File: src/rtl/fp_align_pkg.sv
// -----------------------------------------------------------------------------
// fp_align_pkg
//   Shared constants and types for the floating-point adder alignment stage.
//
//   Contents:
//     EXP_W_DEF / MAN_W_DEF  default exponent / stored-mantissa field widths
//     PAD_W                  pad bits appended below the mantissa (G, R, S)
//     ext_w()                aligned mantissa width for a given MAN_W
//     fp_unpacked_t          unpacked operand (sign, effective exponent, sig)
//     s1_payload_t           stage-1 register payload
//
//   Configuration macro: FPADD_ALIGN_GRS_EN
//     defined   -> EXT_W = MAN_W+4, guard/round/sticky bits below the mantissa
//     undefined -> EXT_W = MAN_W+1, shifted-out bits discarded
// -----------------------------------------------------------------------------
package fp_align_pkg;

  localparam int unsigned EXP_W_DEF = 8;
  localparam int unsigned MAN_W_DEF = 23;

`ifdef FPADD_ALIGN_GRS_EN
  localparam int unsigned PAD_W = 3;
`else
  localparam int unsigned PAD_W = 0;
`endif

  // Aligned mantissa width: hidden bit + stored mantissa + optional G/R/S.
  function automatic int unsigned ext_w(input int unsigned man_w);
    return man_w + 1 + PAD_W;
  endfunction

  // Reference layouts at the default widths. Packed structs cannot take
  // module parameters, so fp_align_pipe re-declares the same layouts sized
  // from its own EXP_W/MAN_W.
  typedef struct packed {
    logic                 sign;
    logic [EXP_W_DEF-1:0] eff_exp;
    logic [MAN_W_DEF:0]   sig;      // {hidden, man}
  } fp_unpacked_t;

  typedef struct packed {
    logic                 sign_big;
    logic                 sign_small;
    logic                 swap;
    logic [EXP_W_DEF-1:0] exp_big;
    logic [EXP_W_DEF-1:0] diff;
    logic [MAN_W_DEF:0]   sig_big;
    logic [MAN_W_DEF:0]   sig_small;
  } s1_payload_t;

endpackage

File: src/rtl/fp_align_shifter.sv
// -----------------------------------------------------------------------------
// fp_align_shifter
//   Combinational right shifter with saturation and optional sticky merge.
//
//   Parameters:
//     EXT_W  data width
//     SH_W   shift-amount width
//   Ports:
//     i_val  in   EXT_W  value to shift
//     i_sh   in   SH_W   shift amount (unsigned)
//     o_val  out  EXT_W  i_val >> i_sh; zero when i_sh >= EXT_W
//
//   Configuration macro: FPADD_ALIGN_GRS_EN
//     defined   -> LSB of o_val is ORed with every bit shifted out below it
//     undefined -> shifted-out bits are simply dropped
// -----------------------------------------------------------------------------
module fp_align_shifter #(
  parameter int unsigned EXT_W = 24,
  parameter int unsigned SH_W  = 8
) (
  input  logic [EXT_W-1:0] i_val,
  input  logic [SH_W-1:0]  i_sh,
  output logic [EXT_W-1:0] o_val
);

  logic             w_sat;
  logic [EXT_W-1:0] w_shifted;

  assign w_sat     = (32'(i_sh) >= EXT_W);
  assign w_shifted = w_sat ? '0 : (i_val >> i_sh);

`ifdef FPADD_ALIGN_GRS_EN
  logic [EXT_W-1:0] w_lost_mask;
  logic             w_sticky;

  // Mask of the bit positions that fall off the bottom; saturated shifts
  // lose the whole word.
  assign w_lost_mask = w_sat ? '1 : ~({EXT_W{1'b1}} << i_sh);
  assign w_sticky    = |(i_val & w_lost_mask);
  assign o_val       = {w_shifted[EXT_W-1:1], w_shifted[0] | w_sticky};
`else
  assign o_val = w_shifted;
`endif

endmodule

File: src/rtl/fp_align_pipe.sv
// -----------------------------------------------------------------------------
// fp_align_pipe
//   Two-stage valid/ready alignment stage for the floating-point adder.
//   Stage 1 unpacks both operands, picks the larger magnitude and computes the
//   exponent difference; stage 2 right-shifts the smaller significand.
//
//   Parameters:
//     EXP_W  exponent field width (default 8)
//     MAN_W  stored mantissa field width (default 23); operand = 1+EXP_W+MAN_W
//   Ports:
//     clk         in   1      rising-edge clock
//     reset       in   1      asynchronous active-high reset
//     in_valid    in   1      operand pair valid
//     in_ready    out  1      pair accepted this cycle (comb. from out_ready)
//     a, b        in   W      raw operands
//     out_valid   out  1      aligned result valid
//     out_ready   in   1      downstream accepts the result
//     sign_big    out  1      sign of larger-magnitude operand
//     sign_small  out  1      sign of smaller-magnitude operand
//     eff_sub     out  1      sign_big ^ sign_small
//     swap        out  1      b was selected as the larger operand
//     exp_out     out  EXP_W  effective exponent of the larger operand
//     man_big     out  EXT_W  {hidden, man[, 000]}
//     man_small   out  EXT_W  {hidden, man[, 000]} >> diff (with sticky)
//
//   Configuration macro: FPADD_ALIGN_GRS_EN (see fp_align_pkg).
// -----------------------------------------------------------------------------
module fp_align_pipe
  import fp_align_pkg::*;
#(
  parameter int unsigned EXP_W = EXP_W_DEF,
  parameter int unsigned MAN_W = MAN_W_DEF
) (
  input  logic                    clk,
  input  logic                    reset,
  input  logic                    in_valid,
  output logic                    in_ready,
  input  logic [EXP_W+MAN_W:0]    a,
  input  logic [EXP_W+MAN_W:0]    b,
  output logic                    out_valid,
  input  logic                    out_ready,
  output logic                    sign_big,
  output logic                    sign_small,
  output logic                    eff_sub,
  output logic                    swap,
  output logic [EXP_W-1:0]        exp_out,
  output logic [ext_w(MAN_W)-1:0] man_big,
  output logic [ext_w(MAN_W)-1:0] man_small
);

  localparam int unsigned W     = 1 + EXP_W + MAN_W;
  localparam int unsigned EXT_W = ext_w(MAN_W);

  typedef struct packed {
    logic             sign;
    logic [EXP_W-1:0] eff_exp;
    logic [MAN_W:0]   sig;
  } unp_t;

  typedef struct packed {
    logic             sign_big;
    logic             sign_small;
    logic             swap;
    logic [EXP_W-1:0] exp_big;
    logic [EXP_W-1:0] diff;
    logic [MAN_W:0]   sig_big;
    logic [MAN_W:0]   sig_small;
  } s1_t;

  // Denormals and zero: effective exponent 1, hidden bit 0.
  function automatic unp_t unpack(input logic [W-1:0] x);
    unp_t             u;
    logic [EXP_W-1:0] e;
    e         = x[W-2 -: EXP_W];
    u.sign    = x[W-1];
    u.eff_exp = (e == '0) ? EXP_W'(1) : e;
    u.sig     = {(e != '0), x[MAN_W-1:0]};
    return u;
  endfunction

  // ---------------------------------------------------------------- stage 1
  unp_t w_ua, w_ub, w_big, w_small;
  logic w_b_gt_a;
  s1_t  w_s1_d;

  always_comb begin
    w_ua     = unpack(a);
    w_ub     = unpack(b);
    // Magnitude compare on {exp, man}; ties keep a as the big operand.
    w_b_gt_a = (b[W-2:0] > a[W-2:0]);
    w_big    = w_b_gt_a ? w_ub : w_ua;
    w_small  = w_b_gt_a ? w_ua : w_ub;

    w_s1_d            = '0;
    w_s1_d.sign_big   = w_big.sign;
    w_s1_d.sign_small = w_small.sign;
    w_s1_d.swap       = w_b_gt_a;
    w_s1_d.exp_big    = w_big.eff_exp;
    w_s1_d.diff       = w_big.eff_exp - w_small.eff_exp;
    w_s1_d.sig_big    = w_big.sig;
    w_s1_d.sig_small  = w_small.sig;
  end

  logic r_s1_valid;
  s1_t  r_s1;
  logic r_s2_valid;
  logic w_s2_load;

  assign w_s2_load = !r_s2_valid || out_ready;
  assign in_ready  = !r_s1_valid || w_s2_load;

  always_ff @(posedge clk or posedge reset) begin
    if (reset) begin
      r_s1_valid <= 1'b0;
      r_s1       <= '0;
    end else if (in_ready) begin
      r_s1_valid <= in_valid;
      if (in_valid) r_s1 <= w_s1_d;
    end
  end

  // ---------------------------------------------------------------- stage 2
  logic [EXT_W-1:0] w_sh_in;
  logic [EXT_W-1:0] w_big_ext;
  logic [EXT_W-1:0] w_sh_out;

`ifdef FPADD_ALIGN_GRS_EN
  assign w_sh_in   = {r_s1.sig_small, {PAD_W{1'b0}}};
  assign w_big_ext = {r_s1.sig_big,   {PAD_W{1'b0}}};
`else
  assign w_sh_in   = r_s1.sig_small;
  assign w_big_ext = r_s1.sig_big;
`endif

  fp_align_shifter #(
    .EXT_W (EXT_W),
    .SH_W  (EXP_W)
  ) u_shifter (
    .i_val (w_sh_in),
    .i_sh  (r_s1.diff),
    .o_val (w_sh_out)
  );

  logic             r_sign_big;
  logic             r_sign_small;
  logic             r_swap;
  logic [EXP_W-1:0] r_exp;
  logic [EXT_W-1:0] r_man_big;
  logic [EXT_W-1:0] r_man_small;

  always_ff @(posedge clk or posedge reset) begin
    if (reset) begin
      r_s2_valid   <= 1'b0;
      r_sign_big   <= 1'b0;
      r_sign_small <= 1'b0;
      r_swap       <= 1'b0;
      r_exp        <= '0;
      r_man_big    <= '0;
      r_man_small  <= '0;
    end else if (w_s2_load) begin
      r_s2_valid <= r_s1_valid;
      if (r_s1_valid) begin
        r_sign_big   <= r_s1.sign_big;
        r_sign_small <= r_s1.sign_small;
        r_swap       <= r_s1.swap;
        r_exp        <= r_s1.exp_big;
        r_man_big    <= w_big_ext;
        r_man_small  <= w_sh_out;
      end
    end
  end

  assign out_valid  = r_s2_valid;
  assign sign_big   = r_sign_big;
  assign sign_small = r_sign_small;
  assign eff_sub    = r_sign_big ^ r_sign_small;
  assign swap       = r_swap;
  assign exp_out    = r_exp;
  assign man_big    = r_man_big;
  assign man_small  = r_man_small;

endmodule
File: config.mk
export PLATFORM = sky130hd
export DESIGN_NAME = fp_align_pipe
export DESIGN_NICKNAME = d
export VERILOG_FILES = /design/src/rtl/fp_align_pkg.sv /design/src/rtl/fp_align_shifter.sv /design/src/rtl/fp_align_pipe.sv
export SDC_FILE = /design/constraint.sdc
export NUM_CORES = 1
export LEC_CHECK = 0
export ABC_AREA = 1
export BUFFER_PORTS_ARGS = -buffer_cell sky130_fd_sc_hd__buf_2
export CORE_MARGIN = 4
export CORE_UTILIZATION = 60
export DETAILED_ROUTE_END_ITERATION = 7
export GPL_ROUTABILITY_DRIVEN = 0
export GPL_TIMING_DRIVEN = 0
export PLACE_DENSITY = 0.84
export SLEW_MARGIN = 15
export SYNTH_ARGS = -nofsm -noshare
export SYNTH_HDL_FRONTEND = slang
export SYNTH_SLANG_ARGS = --single-unit
File: constraint.sdc
create_clock -name clk -period 6.5 [get_ports clk]
set_clock_uncertainty 0.15 [all_clocks]
set_input_delay 0 -clock clk [delete_from_list [all_inputs] [get_ports clk]]
set_output_delay 0 -clock clk [all_outputs]
set_load 0.05 [all_outputs]
; Word-level counts from Yosys, hierarchy flattened
; Index checks and enable logic that the tools add are counted.
[word_totals]
input_bits = 68
out_inout_bits = 62
word_cells = 35
register_bits = 128
[classes]
n_addsub = 1
n_shift = 1
bitwise = 1
n_lt_le_gt_ge = 2
n_reduce_logical = 10
muxes = 5
[op_table]
columns = operator, n
row1 = $mux W33, 2
row2 = $gt A31 B31 Y1, 1
row3 = $mux W24, 1
row4 = $shr A24 B8 Y24, 1
row5 = $logic_not A8 Y1, 2
row6 = $mux W8, 2
row7 = $reduce_bool A8 Y1, 2
row8 = $ge A8 B5 Y1 const B, 1
row9 = $sub A8 B8 Y8, 1
row10 = $reduce_and A2 Y1, 2
row11 = $logic_not A1 Y1, 2
row12 = $logic_or A1 B1 Y1, 2
row13 = $xor A1 B1 Y1, 1

; Longest topological paths before layout
[depth]
depth_word = 4
depth_mapped = 25
ltp_nobuf = 24

; Cells and area by module
; A second synthesis with hierarchy kept.
[hier_totals]
hier_cells = 1016
hier_area_um2 = 8115.3
[by_module_without_submodules]
columns = module, area_each_um2, cells_per_inst, n_inst
row1 = fp_align_pipe, 6770.2, 732, 1
row2 = fp_align_shifter, 1345.0, 284, 1

; Worst setup path after synthesis
; OpenSTA, ideal clock, no wires.
[synth_timing]
kind = input to register
startpoint = input a[30]
endpoint = register r_s1[54] (netlist name)
stages = 22
arrival_time_ns = 2.465
setup_time_ns = 0.083
required_time_ns = 6.267
path_buffers = 1
path_slack_ns = 3.802
cell_sequence = inv_1 ha_1 nand2_1 nor2_2 nand3_1 nor2_2 nand2_1 nand2_2 nand2_4 buf_6 o21ai_1 o21ai_1 ha_1 fa_1 inv_1 nand3_1 nand2_1 nand2_1 nand2_1 a21oi_1 xor2_1 o21ai_0
[synth_via]
elab_chain_cells = 4
[synth_rtl]
columns = item, line
row1 = "start, declared", fp_align_pipe.sv:38  ; input logic [EXP_W+MAN_W:0] a,
row2 = branches (longest 3 deep; another with $gt A31 B31 Y1), -
row3 = $sub A8 B8 Y8 *, fp_align_pipe.sv:99  ; w_s1_d.diff = w_big.eff_exp - w_small.eff_exp;
row4 = "end signal, assigned", fp_align_pipe.sv:118  ; if (in_valid) r_s1 <= w_s1_d;
row5 = "end, declared", fp_align_pipe.sv:105  ; s1_t r_s1;
; Mark *: on every way between the ends.
; A chain may end at the register's enable or synchronous reset.

; Worst setup path in the final report
[layout_timing]
startpoint = input a[26]
endpoint = register r_s1[54] (netlist name)
; The elaborated chain is that of the path after synthesis.

==> impl_metrics.env <==
export IMPL_vdd_drop_max_mv=0.259
export IMPL_nNetsFinal=1469
export IMPL_first_iter_violations=1094
export IMPL_clockBufferDepth=2
export IMPL_grt_pass1_wl_mm=43.6
export IMPL_synth_flop_cell="dfrtp_1"
export IMPL_use_met3=0.102
export IMPL_synthCells=1117
export IMPL_worst_path_buf_inv=6
export IMPL_violations="hold timing"
export IMPL_routedWlPerCell_um=17.2
export IMPL_max_freq_ghz=0.280
export IMPL_finalSetupTns_ps=0
export IMPL_dp_hpwl_mm=17.2
export IMPL_hold_path_class="primary input to flop"
export IMPL_crit_top_cell="nand2_1"
export IMPL_worstSkewPairLatency_ps=430
export IMPL_start_util=0.622
export IMPL_drv_slew=0
export IMPL_crit_family="buffers and inverters"
export IMPL_cp_arrival_ps=3720
export IMPL_rsz0062_at_grt="no"
export IMPL_ys_top_cells_by_area="dfrtp_1 (40%), nand2_1 (18%), nand3_1 (13%), ha_1 (6.0%), nand4_1 (4.6%)"
export IMPL_worstMarginPinSlew_ps=766
export IMPL_status="finished, violations left"
export IMPL_period_share=0.549
export IMPL_ys_ff_latch=128
export IMPL_yosys_area_top_type_share=0.402
export IMPL_cp_max_fo=10
export IMPL_startpoint="a[26]"
export IMPL_crit_type="primary input to flop"
export IMPL_cp_slowest_stage_delay_ps=540
export IMPL_cts_tree="yes"
export IMPL_area_delta_synth_final_pct=31.2
export IMPL_cts_post_setup_buffers_inserted=0
export IMPL_crit_required_ps=6650
export IMPL_grt_overflow_total=0
export IMPL_max_cap_violations=0
export IMPL_ant_nets=0
export IMPL_slew_limit_headroom=0.489
export IMPL_synthTopCellsByCount="nand2_1 (392), nand3_1 (205), dfrtp_1 (128)"
export IMPL_vias_per_cell=6.00
export IMPL_finalSetupViolations=0
export IMPL_clockRootBuffer="clkbuf_16"
export IMPL_die_area_sq_um=15200
export IMPL_grt_pass1_vias=9179
export IMPL_portBuffers=129
export IMPL_worstSetupEndpointType="flop"
export IMPL_firstDrtPassIters=6
export IMPL_period_needed_ps=3570
export IMPL_worst_hold_slack_ps=-3.82
export IMPL_path_clk_slew_ps=60
export IMPL_synth_top_area_cell="dfrtp_1"
export IMPL_grtUsageTotal=0.370
export IMPL_drc=0
export IMPL_yosysMostFrequentCell="nand2_1"
export IMPL_synth_nets=1224
export IMPL_grt_busiest_layer="met2"
export IMPL_crit_path_start_kind="primary input"
export IMPL_ios=130
export IMPL_drive_gt1_frac=0.149
export IMPL_antenna_found_initial=0
export IMPL_grt_max_degree=86
export IMPL_seq_area_frac_synth=0.402
export IMPL_place_area_sq_um=8870
export IMPL_drt_total_wl_mm=26.6
export IMPL_synthArstFlopShare=1.00
export IMPL_synth_distinct_cells=32
export IMPL_power_leakage_nw=5.57
export IMPL_die_h_um=123
export IMPL_fp_coreArea_sq_um=12800
export IMPL_num_vias=9291
export IMPL_synth_area_sq_um=7980
export IMPL_regToRegStartpoint="out_valid$_DFFE_PP0P_"
export IMPL_yosys_warnings=0
export IMPL_htree_num_levels=4
export IMPL_use_met2=0.601
export IMPL_die_w_um=123
export IMPL_hold_viol=1
export IMPL_numCtsBuffers=17
export IMPL_hp_start="in_valid"
export IMPL_row_count=41
export IMPL_synth_edff_count=0
export IMPL_final_cell_area_sq_um=10500
export IMPL_cts_sinks=128
export IMPL_slowest_stage="dlygate4sd3_1"
export IMPL_synth_area_per_cell_sq_um=7.14
export IMPL_grtUsageMet1=0.445
export IMPL_powerDensity_nw_per_um2=373
per-layer routing:
metal | vias up | part of all wire
met5 | - | 0
met4 | 0 | 0.056
met2 | 672 | 0.47
met1 | 4262 | 0.37
li1 | 4188 | -
met3 | 169 | 0.11
layout by cell type, fill, tap and decap left out, types with 3 or more instances in the layout:
cell           instances
ha_1                  38
inv_2                  3
o21ai_1                9
o211ai_1               5
buf_4                  4
buf_2                145
nand2_1              392
a21oi_1               28
buf_1                  8
nor2_1                29
clkinv_2               4
dlygate4sd3_1         96
dfrtp_1              128
inv_6                  3
clkinv_1               3
buf_6                  6
nand4_1               59
inv_1                 80
clkbuf_1              35
or2_2                  3
and2_1                 5
o21ai_0               36
nand3_1              205
nor2_2                 5
xor2_1                 5
bufinv_16              4
clkbuf_16             17
worst register-to-register path: stages, from the launching register on:
cell           delay (ps)
dfrtp_1               380
nand3_1               120
nand2_1               280
inv_2                 210
buf_4                 210
buf_1                 430
nand3_1               210
nand3_1               130
dlygate4sd3_1         590
report_power, final:
group	switching (W)	total [W]	internal (W)
logic	0.00123	0.00174	0.000508
clock network	0.000373	0.00104	0.000662
registers	0.000131	0.00113	0.000996
total	0.00173	0.00390	0.00217
cells by family after synthesis:
family | count (synthesis) | share of synthesized area
AO/OA/AOI/OAI | 82 | 0.0540
buffers and inverters | 156 | 0.0835
AND/OR/NAND/NOR | 707 | 0.393
adder cells (fa/ha/maj) | 39 | 0.0621
XOR/XNOR | 5 | 0.00549
flip-flops | 128 | 0.402
metrics by stage:
step	setup WS, ps	hold WS (ps)	total power, W	util	instances
after CTS	3060	1.55	0.00384	0.816	1547
after detailed placement	3180	-114	0.00272	0.692	1419
final	2930	-3.82	0.00390	0.816	1548
after global routing	2670	47.0	0.00412	0.816	1547
after global placement	1510	120	0.00269	0.689	1418
after floorplan	2940	-2.29	0.00230	-	1117
sequential cells by signal, indices dropped and copies added, names as in the netlist:
| signal | cells |
|---|---|
| sign_big | 1 |
| r_s1 | 19 |
| swap | 1 |
| sign_small | 1 |
| exp_out | 8 |
| out_valid | 1 |
| r_s1_valid | 1 |
| w_sh_in | 24 |
| man_big | 24 |
| w_big_ext | 24 |
| man_small | 24 |
what timing repair did:
item                       CTS  global route
hold buffers                96             0
hold endpoints to repair   190             0
setup endpoints to repair    0             0
resized for setup            0             0
layout make-up:
type / count / area, sq um
antenna: 1 / 2.50
buffer: 69 / 339
clock buffer: 19 / 453
clock inverter: 13 / 183
fill: 876 / 2360
inverter: 87 / 332
multi-input combinational: 833 / 4110
sequential: 128 / 3200
tap: 172 / 215
timing repair buffer: 226 / 1630
final timing paths:
check | end | slack, ps | cells after the start
worst max-delay path | r_s1[54]$_DFFE_PP0P_ | 2930 | 25
worst min-delay path | r_s1[64]$_DFFE_PP0P_ | -4 | 3
worst max register to register | r_s1[63]$_DFFE_PP0P_ | 3720 | 8
worst min register to register | exp_out[4]$_DFFE_PP0P_ | 320 | 2
max in group asynchronous | out_valid$_DFFE_PP0P_ | 4860 | 5
min in group asynchronous | w_sh_in[7]$_DFFE_PP0P_ | 600 | 4
Power figures use the tool's default switching activity.
